**config.mk**
```make
export PLATFORM = sky130hd
export DESIGN_NAME = csr_trap_ctrl
export DESIGN_NICKNAME = d
export VERILOG_FILES = /design/src/rtl/csr_trap_ctrl_pkg.sv /design/src/rtl/csr_trap_ctrl.sv
export SDC_FILE = /design/constraint.sdc
export NUM_CORES = 1
export LEC_CHECK = 0
export CAP_MARGIN = 5
export CELL_PAD_IN_SITES_DETAIL_PLACEMENT = 1
export CELL_PAD_IN_SITES_GLOBAL_PLACEMENT = 1
export CORE_AREA = 2 2 266 268
export DETAILED_ROUTE_END_ITERATION = 12
export DIE_AREA = 0 0 268 270
export HOLD_SLACK_MARGIN = 0.1
export PLACE_DENSITY_LB_ADDON = 0.1
export SLEW_MARGIN = 5
export SYNTH_ARGS = -nofsm -noshare
export SYNTH_HDL_FRONTEND = slang
export SYNTH_SLANG_ARGS = --single-unit
```
**constraint.sdc**
```tcl
create_clock -name clk -period 1.8 [get_ports clk]
set_input_delay 0.36 -clock clk [delete_from_list [all_inputs] [get_ports clk]]
set_output_delay 0.36 -clock clk [all_outputs]
set_load 0.01 [all_outputs]
```
**src/rtl/csr_trap_ctrl_pkg.sv**
```systemverilog
// rtl/csr_trap_ctrl_pkg.sv - shared encodings and constants for the CSR/trap sequencer
package csr_trap_ctrl_pkg;

    // Command class presented to the CSR file while a request is issued.
    typedef enum logic [1:0] {
        CS_IDLE = 2'b00,
        CS_RW   = 2'b01,
        CS_TRAP = 2'b10,
        CS_MRET = 2'b11
    } csr_state_e;

    // Operation field coming from decode.
    typedef enum logic [1:0] {
        OP_NONE  = 2'b00,
        OP_RW    = 2'b01,
        OP_ECALL = 2'b10,
        OP_MRET  = 2'b11
    } id_op_e;

    // Sequencer FSM states.
    typedef enum logic [1:0] {
        ST_IDLE  = 2'b00,
        ST_ISSUE = 2'b01,
        ST_REDIR = 2'b10
    } ctrl_state_e;

    localparam logic [11:0] CSR_MSTATUS = 12'h300;
    localparam logic [11:0] CSR_MIE     = 12'h304;
    localparam logic [11:0] CSR_MTVEC   = 12'h305;
    localparam logic [11:0] CSR_MEPC    = 12'h341;
    localparam logic [11:0] CSR_MCAUSE  = 12'h342;
    localparam logic [11:0] CSR_MIP     = 12'h344;

    localparam logic [63:0] PKG_ECALL_CAUSE = 64'hb;
    localparam logic [63:0] PKG_IRQ_CAUSE   = 64'h8000_0000_0000_0007;

    // Both synchronous traps and interrupts present as trap entry to the CSR file.
    function automatic csr_state_e op_to_csr_state(input id_op_e op);
        case (op)
            OP_RW:    op_to_csr_state = CS_RW;
            OP_ECALL: op_to_csr_state = CS_TRAP;
            OP_MRET:  op_to_csr_state = CS_MRET;
            default:  op_to_csr_state = CS_IDLE;
        endcase
    endfunction

endpackage

```
**src/rtl/csr_trap_ctrl.sv**
```systemverilog
// rtl/csr_trap_ctrl.sv - sequences ID CSR/ECALL/MRET requests and timer interrupts into the CSR file
//
// Ports:
//   clk, rst_n                      clock, asynchronous active-low reset
//   id_valid_i/id_ready_o           request handshake from decode
//   id_op_i, id_pc_i, id_csr_addr_i, id_wen_i, id_ren_i, id_wdata_i   request fields
//   irq_i, irq_pc_i                 machine timer pending level and PC to save
//   mstatus_mie_i, mie_mtie_i       interrupt enables from the CSR file
//   csr_state_o .. csr_cause_o      one-cycle command to the CSR file
//   csr_r_data_i, csr_dnpc_i        CSR read data and trap vector / mepc
//   done_o, rd_data_o               retire pulse and CSR read result
//   redirect_valid_o, redirect_pc_o PC redirect pulse and target
module csr_trap_ctrl
    import csr_trap_ctrl_pkg::*;
#(
    parameter int              XLEN        = 64,
    parameter logic [XLEN-1:0] ECALL_CAUSE = XLEN'(PKG_ECALL_CAUSE),
    parameter logic [XLEN-1:0] IRQ_CAUSE   = XLEN'(PKG_IRQ_CAUSE)
) (
    input  logic            clk,
    input  logic            rst_n,
    input  logic            id_valid_i,
    output logic            id_ready_o,
    input  logic [1:0]      id_op_i,
    input  logic [XLEN-1:0] id_pc_i,
    input  logic [11:0]     id_csr_addr_i,
    input  logic            id_wen_i,
    input  logic            id_ren_i,
    input  logic [XLEN-1:0] id_wdata_i,
    input  logic            irq_i,
    input  logic [XLEN-1:0] irq_pc_i,
    input  logic            mstatus_mie_i,
    input  logic            mie_mtie_i,
    output logic [1:0]      csr_state_o,
    output logic [11:0]     csr_w_addr_o,
    output logic [11:0]     csr_r_addr_o,
    output logic            csr_wen_o,
    output logic            csr_ren_o,
    output logic [XLEN-1:0] csr_w_data_o,
    output logic [XLEN-1:0] csr_pc_o,
    output logic [XLEN-1:0] csr_cause_o,
    input  logic [XLEN-1:0] csr_r_data_i,
    input  logic [XLEN-1:0] csr_dnpc_i,
    output logic            done_o,
    output logic [XLEN-1:0] rd_data_o,
    output logic            redirect_valid_o,
    output logic [XLEN-1:0] redirect_pc_o
);

    ctrl_state_e     r_state;
    logic            r_is_irq;
    logic [1:0]      r_csr_state;
    logic [11:0]     r_csr_w_addr;
    logic [11:0]     r_csr_r_addr;
    logic            r_csr_wen;
    logic            r_csr_ren;
    logic [XLEN-1:0] r_csr_w_data;
    logic [XLEN-1:0] r_csr_pc;
    logic [XLEN-1:0] r_csr_cause;
    logic            r_done;
    logic [XLEN-1:0] r_rd_data;
    logic            r_redirect_valid;
    logic [XLEN-1:0] r_redirect_pc;

    logic            w_idle;
    logic            w_irq_take;
    logic            w_is_rw;

    assign w_idle     = (r_state == ST_IDLE);
    // Interrupts are only sampled in IDLE, so a trap can never nest inside another.
    assign w_irq_take = irq_i & mstatus_mie_i & mie_mtie_i & w_idle;
    assign w_is_rw    = (id_op_i == OP_RW);
    // rst_n gating keeps ready low while the block is held in reset.
    assign id_ready_o = rst_n & w_idle & ~w_irq_take;

    always_ff @(posedge clk or negedge rst_n) begin
        if (!rst_n) begin
            r_state          <= ST_IDLE;
            r_is_irq         <= 1'b0;
            r_csr_state      <= CS_IDLE;
            r_csr_w_addr     <= '0;
            r_csr_r_addr     <= '0;
            r_csr_wen        <= 1'b0;
            r_csr_ren        <= 1'b0;
            r_csr_w_data     <= '0;
            r_csr_pc         <= '0;
            r_csr_cause      <= '0;
            r_done           <= 1'b0;
            r_rd_data        <= '0;
            r_redirect_valid <= 1'b0;
            r_redirect_pc    <= '0;
        end else begin
            r_done           <= 1'b0;
            r_redirect_valid <= 1'b0;
            case (r_state)
                ST_IDLE: begin
                    if (w_irq_take) begin
                        r_state     <= ST_ISSUE;
                        r_is_irq    <= 1'b1;
                        r_csr_state <= CS_TRAP;
                        r_csr_pc    <= irq_pc_i;
                        r_csr_cause <= IRQ_CAUSE;
                        r_csr_wen   <= 1'b0;
                        r_csr_ren   <= 1'b0;
                    end else if (id_valid_i) begin
                        if (id_op_i == OP_NONE) begin
                            // Empty op is retired without touching the CSR file.
                            r_done <= 1'b1;
                        end else begin
                            r_state      <= ST_ISSUE;
                            r_is_irq     <= 1'b0;
                            r_csr_state  <= op_to_csr_state(id_op_e'(id_op_i));
                            r_csr_w_addr <= id_csr_addr_i;
                            r_csr_r_addr <= id_csr_addr_i;
                            r_csr_w_data <= id_wdata_i;
                            r_csr_pc     <= id_pc_i;
                            r_csr_wen    <= w_is_rw & id_wen_i;
                            r_csr_ren    <= w_is_rw & id_ren_i;
                            if (id_op_i == OP_ECALL) begin
                                r_csr_cause <= ECALL_CAUSE;
                            end
                        end
                    end
                end
                ST_ISSUE: begin
                    r_csr_state <= CS_IDLE;
                    r_csr_wen   <= 1'b0;
                    r_csr_ren   <= 1'b0;
                    if (r_csr_state == CS_RW) begin
                        r_rd_data <= r_csr_ren ? csr_r_data_i : '0;
                        r_done    <= 1'b1;
                        r_state   <= ST_IDLE;
                    end else begin
                        r_redirect_pc    <= csr_dnpc_i;
                        r_redirect_valid <= 1'b1;
                        // An interrupt did not come from ID, so nothing retires.
                        r_done           <= ~r_is_irq;
                        r_state          <= ST_REDIR;
                    end
                end
                ST_REDIR: begin
                    r_state <= ST_IDLE;
                end
                default: begin
                    r_state <= ST_IDLE;
                end
            endcase
        end
    end

    assign csr_state_o      = r_csr_state;
    assign csr_w_addr_o     = r_csr_w_addr;
    assign csr_r_addr_o     = r_csr_r_addr;
    assign csr_wen_o        = r_csr_wen;
    assign csr_ren_o        = r_csr_ren;
    assign csr_w_data_o     = r_csr_w_data;
    assign csr_pc_o         = r_csr_pc;
    assign csr_cause_o      = r_csr_cause;
    assign done_o           = r_done;
    assign rd_data_o        = r_rd_data;
    assign redirect_valid_o = r_redirect_valid;
    assign redirect_pc_o    = r_redirect_pc;

endmodule

```
### After elaboration in Yosys (flattened, before gate mapping)

Index checks and enable logic that the tools add are counted.

| operators by class | value |
|---|---|
| equal/unequal tests | 8 |
| multiplexer cells | 36 |
| bitwise gates (word level) | 11 |
| reductions and logical operators | 12 |

Operators by type and width:

| operator | count |
|---|---|
| 64-bit 2-to-1 mux | 8 |
| 1-bit 2-to-1 mux | 15 |
| 2-bit 2-to-1 mux | 7 |
| 2-bit case mux with 2 select lines | 2 |
| 4-bit AND reduction | 2 |
| 1-bit AND | 7 |
| 2-bit by 1-bit equality test with 1-bit output, second input constant | 3 |
| 1-bit case mux with 2 select lines | 3 |
| 2-bit case mux with 3 select lines | 1 |
| 2-bit AND reduction | 3 |
| 3-bit AND reduction | 2 |
| 2-bit nonzero test | 3 |
| 2-bit equality test, second input constant | 2 |
| 2-bit logical NOT | 2 |
| 1-bit inverter | 4 |
| 3-bit by 2-bit != test with 1-bit output, second input constant | 1 |
| 3-bit != test, second input constant | 1 |
| 2-bit != test, second input constant | 1 |

| storage, ports and cells | value |
|---|---|
| register bits after elaboration | 341 |
| input bits | 342 |
| output and inout port bits | 351 |
| logic and storage cells | 80 |

### Depth between registers and ports, before layout

| logic depth | value |
|---|---|
| depth in word-level cells | 6 |
| gate-level depth with buffers | 6 |

### Worst setup path before layout

No wires, ideal clock.

| timing path | value |
|---|---|
| path type | input -> output |
| start | input port mstatus_mie_i |
| end | output port id_ready_o |
| arrival time | 1.320 ns |
| slack | 0.120 ns |
| cell stages on the path | 4 |
| buffers on the path | 2 |
| cells stage by stage | nand3_1 -> clkbuf_1 -> clkbuf_1 -> and3_1 |

| on the way | value |
|---|---|
| cells in the longest elaborated chain, start to end | 5 |

Ends and longest elaborated chain:

| what | line | text |
|---|---|---|
| start: declaration | csr_trap_ctrl.sv:32 | `input logic mstatus_mie_i,` |
| 1-bit AND (3 in a row) | csr_trap_ctrl.sv:71 | `assign w_irq_take = irq_i & mstatus_mie_i & mie_mtie_i & w_idle;` |
| 1-bit inverter (no source line) | n/a |  |
| 1-bit AND | csr_trap_ctrl.sv:74 | `assign id_ready_o = rst_n & w_idle & ~w_irq_take;` |
| end: declaration | csr_trap_ctrl.sv:23 | `output logic id_ready_o,` |

Every way passes these cells.

### Worst setup path in the final report

Same ends and word-level chain as after synthesis.

==> summary.txt <==
Run status
  – Status: complete, no violations

Yosys
  – Synth top area share: about three fifths
  – Largest family of logic cells by synthesized area: multiplexers
  – Compound-cell area share of the yosys netlist: 9.459%
  – Post-Syn Area: between 10000 and 15000 um^2
  – Multiplexer share of the synthesized area: between 10% and 20%
  – Sequential area share after synthesis: 58.08%
  – Adder-cell share of the synthesized area: 0%
  – Unique cell type count in the Yosys netlist: 31
  – Top area cells in the synthesized netlist: dfrtp_1 (58%), mux2_2 (10%), o21ai_0 (5.5%), buf_4 (5.0%), nand2_1 (4.1%)
  – Instance count of the mapped netlist: 1072
  – Leading cell type by number of instances after synthesis: dfrtp_1
  – Seq cells post-synth: 280
  – Post-Synth XOR/XNOR Area: 0%
  – Synth async-reset ratio: 100.0%
  – Yosys warning count: 0
  – Cell taking the most area after synthesis: dfrtp_1
  – Post-synth EDFFs: 0
  – Mean Syn Cell Area: 11.25 um^2
  – Post-synthesis simple-gate area fraction: about a tenth
  – Most instantiated cells after synthesis: dfrtp_1 (280), o21ai_0 (132), nand2_1 (131)
  – Synth Flop Type: dfrtp_1

Pwr
  – Maximum vdd drop: around 0.65 mV
  – Net Sw Frac: around a third
  – Clock Power Share: around a quarter
  – Pwr per Cell Area: approximately 1500 nW/um^2
  – Reg power frac: a little over a third
  – Gate power share: 39.5%
  – Pint: approximately 19000 uW
  – Net Sw Power: between 10000 and 15000 uW
  – Leakage power: 0.008811 uW

STA
  – Final period utilization: between 90% and 100%
  – Worst-margin pin slew: 649.4 ps
  – Clock Skew: approximately 16 ps
  – Fin crit period: approximately 1700 ps
  – Unrepaired setup endpoints after global routing: false
  – Highest clock rate: ~0.58 GHz
  – Relative slew slack: about 57%
  – Final Max Tran Viols: 0
  – Final count of negative-setup-slack endpoints: 0
  – Fin worst setup slack: 68.91 ps
  – Final hold vios: 0

Finish
  – Area Growth Syn to Fin: 68.97%
  – Ratio of cells with drive above 1 in the final layout: 14.78%
  – Cell Count, Final, Fillers Out: between 2k and 3k
  – Nets: 2039

Global route
  – GRT met2 Usage: a little over a quarter
  – Pin count of the biggest net entering global routing: a little over 100
  – Grt ovf: 0
  – M3 GR Usage: about 5.4%
  – M1 GR Usage: around 17%
  – Vias in the first global route: 11.47k
  – Initial antenna violation count: 12
  – Global routing's busiest layer: met2
  – Global-route wire length before repair: 80.56 mm
  – All-Layer GR Usage: between 10% and 20%

Setup path
  – CP endpoint kind: output port
  – Critical path startpoint: mstatus_mie_i
  – Critical Path AT: about 1400 ps
  – Crit path launch type: primary input
  – CP Data Required Time: between 1000 and 1500 ps
  – Crit Path Class: in2out
  – Reg-to-reg startpoint: r_state[0]
  – Crit-path max FO: 3

Clock tree
  – # clock sinks: between 200 and 300
  – CTS tree: built
  – Clock slew at reported path FFs: about 50 ps
  – CTS H-tree lvls: 2
  – Num CTS Buffers: 40
  – CTS Root Cell: clkbuf_16
  – Max Buffers Root-to-Sink: 3
  – Clock insertion delay at the later pin of the skew report: 550 ps

Route
  – WL/cell: between 20 and 25 um
  – DR vias/cell: slightly below 4
  – Routed Antenna Nets: 0
  – Initial drt markers: 305
  – Pre-antenna DRT Iters: 4
  – Via count: ~11k
  – Post-route DRC: 0
  – Total wire length: between 50 and 60 mm

Floorplanning
  – # IOs: a little under 700
  – Row Count: 97
  – Initial Utilization: between 10% and 20%
  – Die height: 270 um
  – Die area: 72360 um^2
  – Chip width: 268 um
  – Core region area: 69540 um^2

Placement
  – Pre-CTS WS: -341.9 ps
  – Inst Count DP: 2593
  – GPL Wtd Cong: about 0.73
  – Detailed-placement wirelength estimate: around 41 mm
  – Port bufs: approximately 630

Run
  – Number of max-cap violations: 0

Hold path
  – Hold_sp: csr_r_data_i[20]
  – HP Class: in2reg
[metrics by stage]
step	utilization, %	area, um^2	setup TNS [ps]	hold WS [ps]	power [uW]
2_1_floorplan	-	12280	0	64.41	15820
3_3_place_gp	28.08	19530	-28900	404.9	24600
3_5_place_dp	28.08	19530	-31120	407.9	24730
4_1_cts	29.29	20370	0	335.2	30420
5_1_grt	29.31	20380	0	358.2	31640
6_report	29.31	20380	0	380.6	29630
[power by group through the flow]
stage / registers (uW) / logic [uW] / clock network (uW)
finish: 10500 / 11700 / 7440
global route: 10900 / 12700 / 8070
CTS: 10600 / 12000 / 7840
detailed placement: 10700 / 14000 / 0
global placement: 10600 / 14000 / 0
floorplan: 11800 / 3980 / 0
[cells in the final DEF (no fill, tap or decap), drive strengths merged, types with 2 or more instances in the layout]
master / synthesis / routed
buf: 112 / 53
diode: 0 / 3
nor3: 67 / 67
mux2: 140 / 140
conb: 1 / 59
inv: 4 / 7
nand3: 66 / 66
clkdlybuf4s50: 0 / 340
a21oi: 4 / 4
nand4b: 2 / 2
o21a: 2 / 2
and3: 3 / 3
o22ai: 2 / 2
nand2: 131 / 131
a31oi: 65 / 65
clkbuf: 48 / 59
clkdlybuf4s15: 0 / 2
o21ai: 135 / 135
nor2: 3 / 3
dlygate4sd2: 0 / 289
nor2b: 3 / 3
dfrtp: 280 / 280
[logic make-up (layout without fill, tap and decap cells)]
family / after synthesis / count (layout)
AND/OR/NAND/NOR: 278 / 278
multiplexers: 140 / 140
other: 1 / 62
flip-flops: 280 / 280
buffers and inverters: 164 / 753
AO/OA/AOI/OAI: 209 / 209
[routing by layer]
layer / vias to the layer above / share of wire (%)
met4: 14 / 2.1
met3: 77 / 7.9
met1: 5285 / 38
met2: 325 / 52
met5: - / 0.18
li1: 4872 / -
[state kept, by name, summed over array words and instances (netlist names)]
register and count:
csr_state_o 2, r_is_irq 1, redirect_valid_o 1, r_state 2, csr_ren_o 1, csr_wen_o 1
csr_r_addr_o 12, redirect_pc_o 64, done_o 1, csr_cause_o 3, rd_data_o 64, csr_pc_o 64
csr_w_data_o 64
[final timing paths]
path,to,slack [ps],cells past startpoint
max,id_ready_o,70,4
min,rd_data_o[20],380,3
max reg2reg,redirect_pc_o[33],100,6
min reg2reg,rd_data_o[18],470,2
max in group asynchronous,csr_pc_o[23],400,4
min in group asynchronous,r_state[1],410,3
[layout make-up]
| type | count | area [um^2] |
|---|---|---|
| Antenna cell | 3 | 7.507 |
| Sequential cell | 280 | 7008 |
| Tap cell | 940 | 1176 |
| Multi-Input combinational cell | 686 | 4369 |
| Inverter | 4 | 15.01 |
| Fill cell | 7789 | 49160 |
| Clock buffer | 59 | 1124 |
| Timing Repair Buffer | 685 | 6621 |
| Clock inverter | 5 | 63.81 |
[worst max-delay path: stages]
cell,delay (ps)
clkdlybuf4s50_1,530
nand3_4,140
and3_1,190
buf_4,160
[what timing repair did]
action                                  in CTS  in global routing
gates cloned                                 0                  0
buffers inserted                             1                  0
hold buffers                                 1                  0
gates resized for setup                    298                  2
endpoints found under the hold margin       62                  0
endpoints found under the setup margin     292                 40
Power figures use the tool's default switching activity.
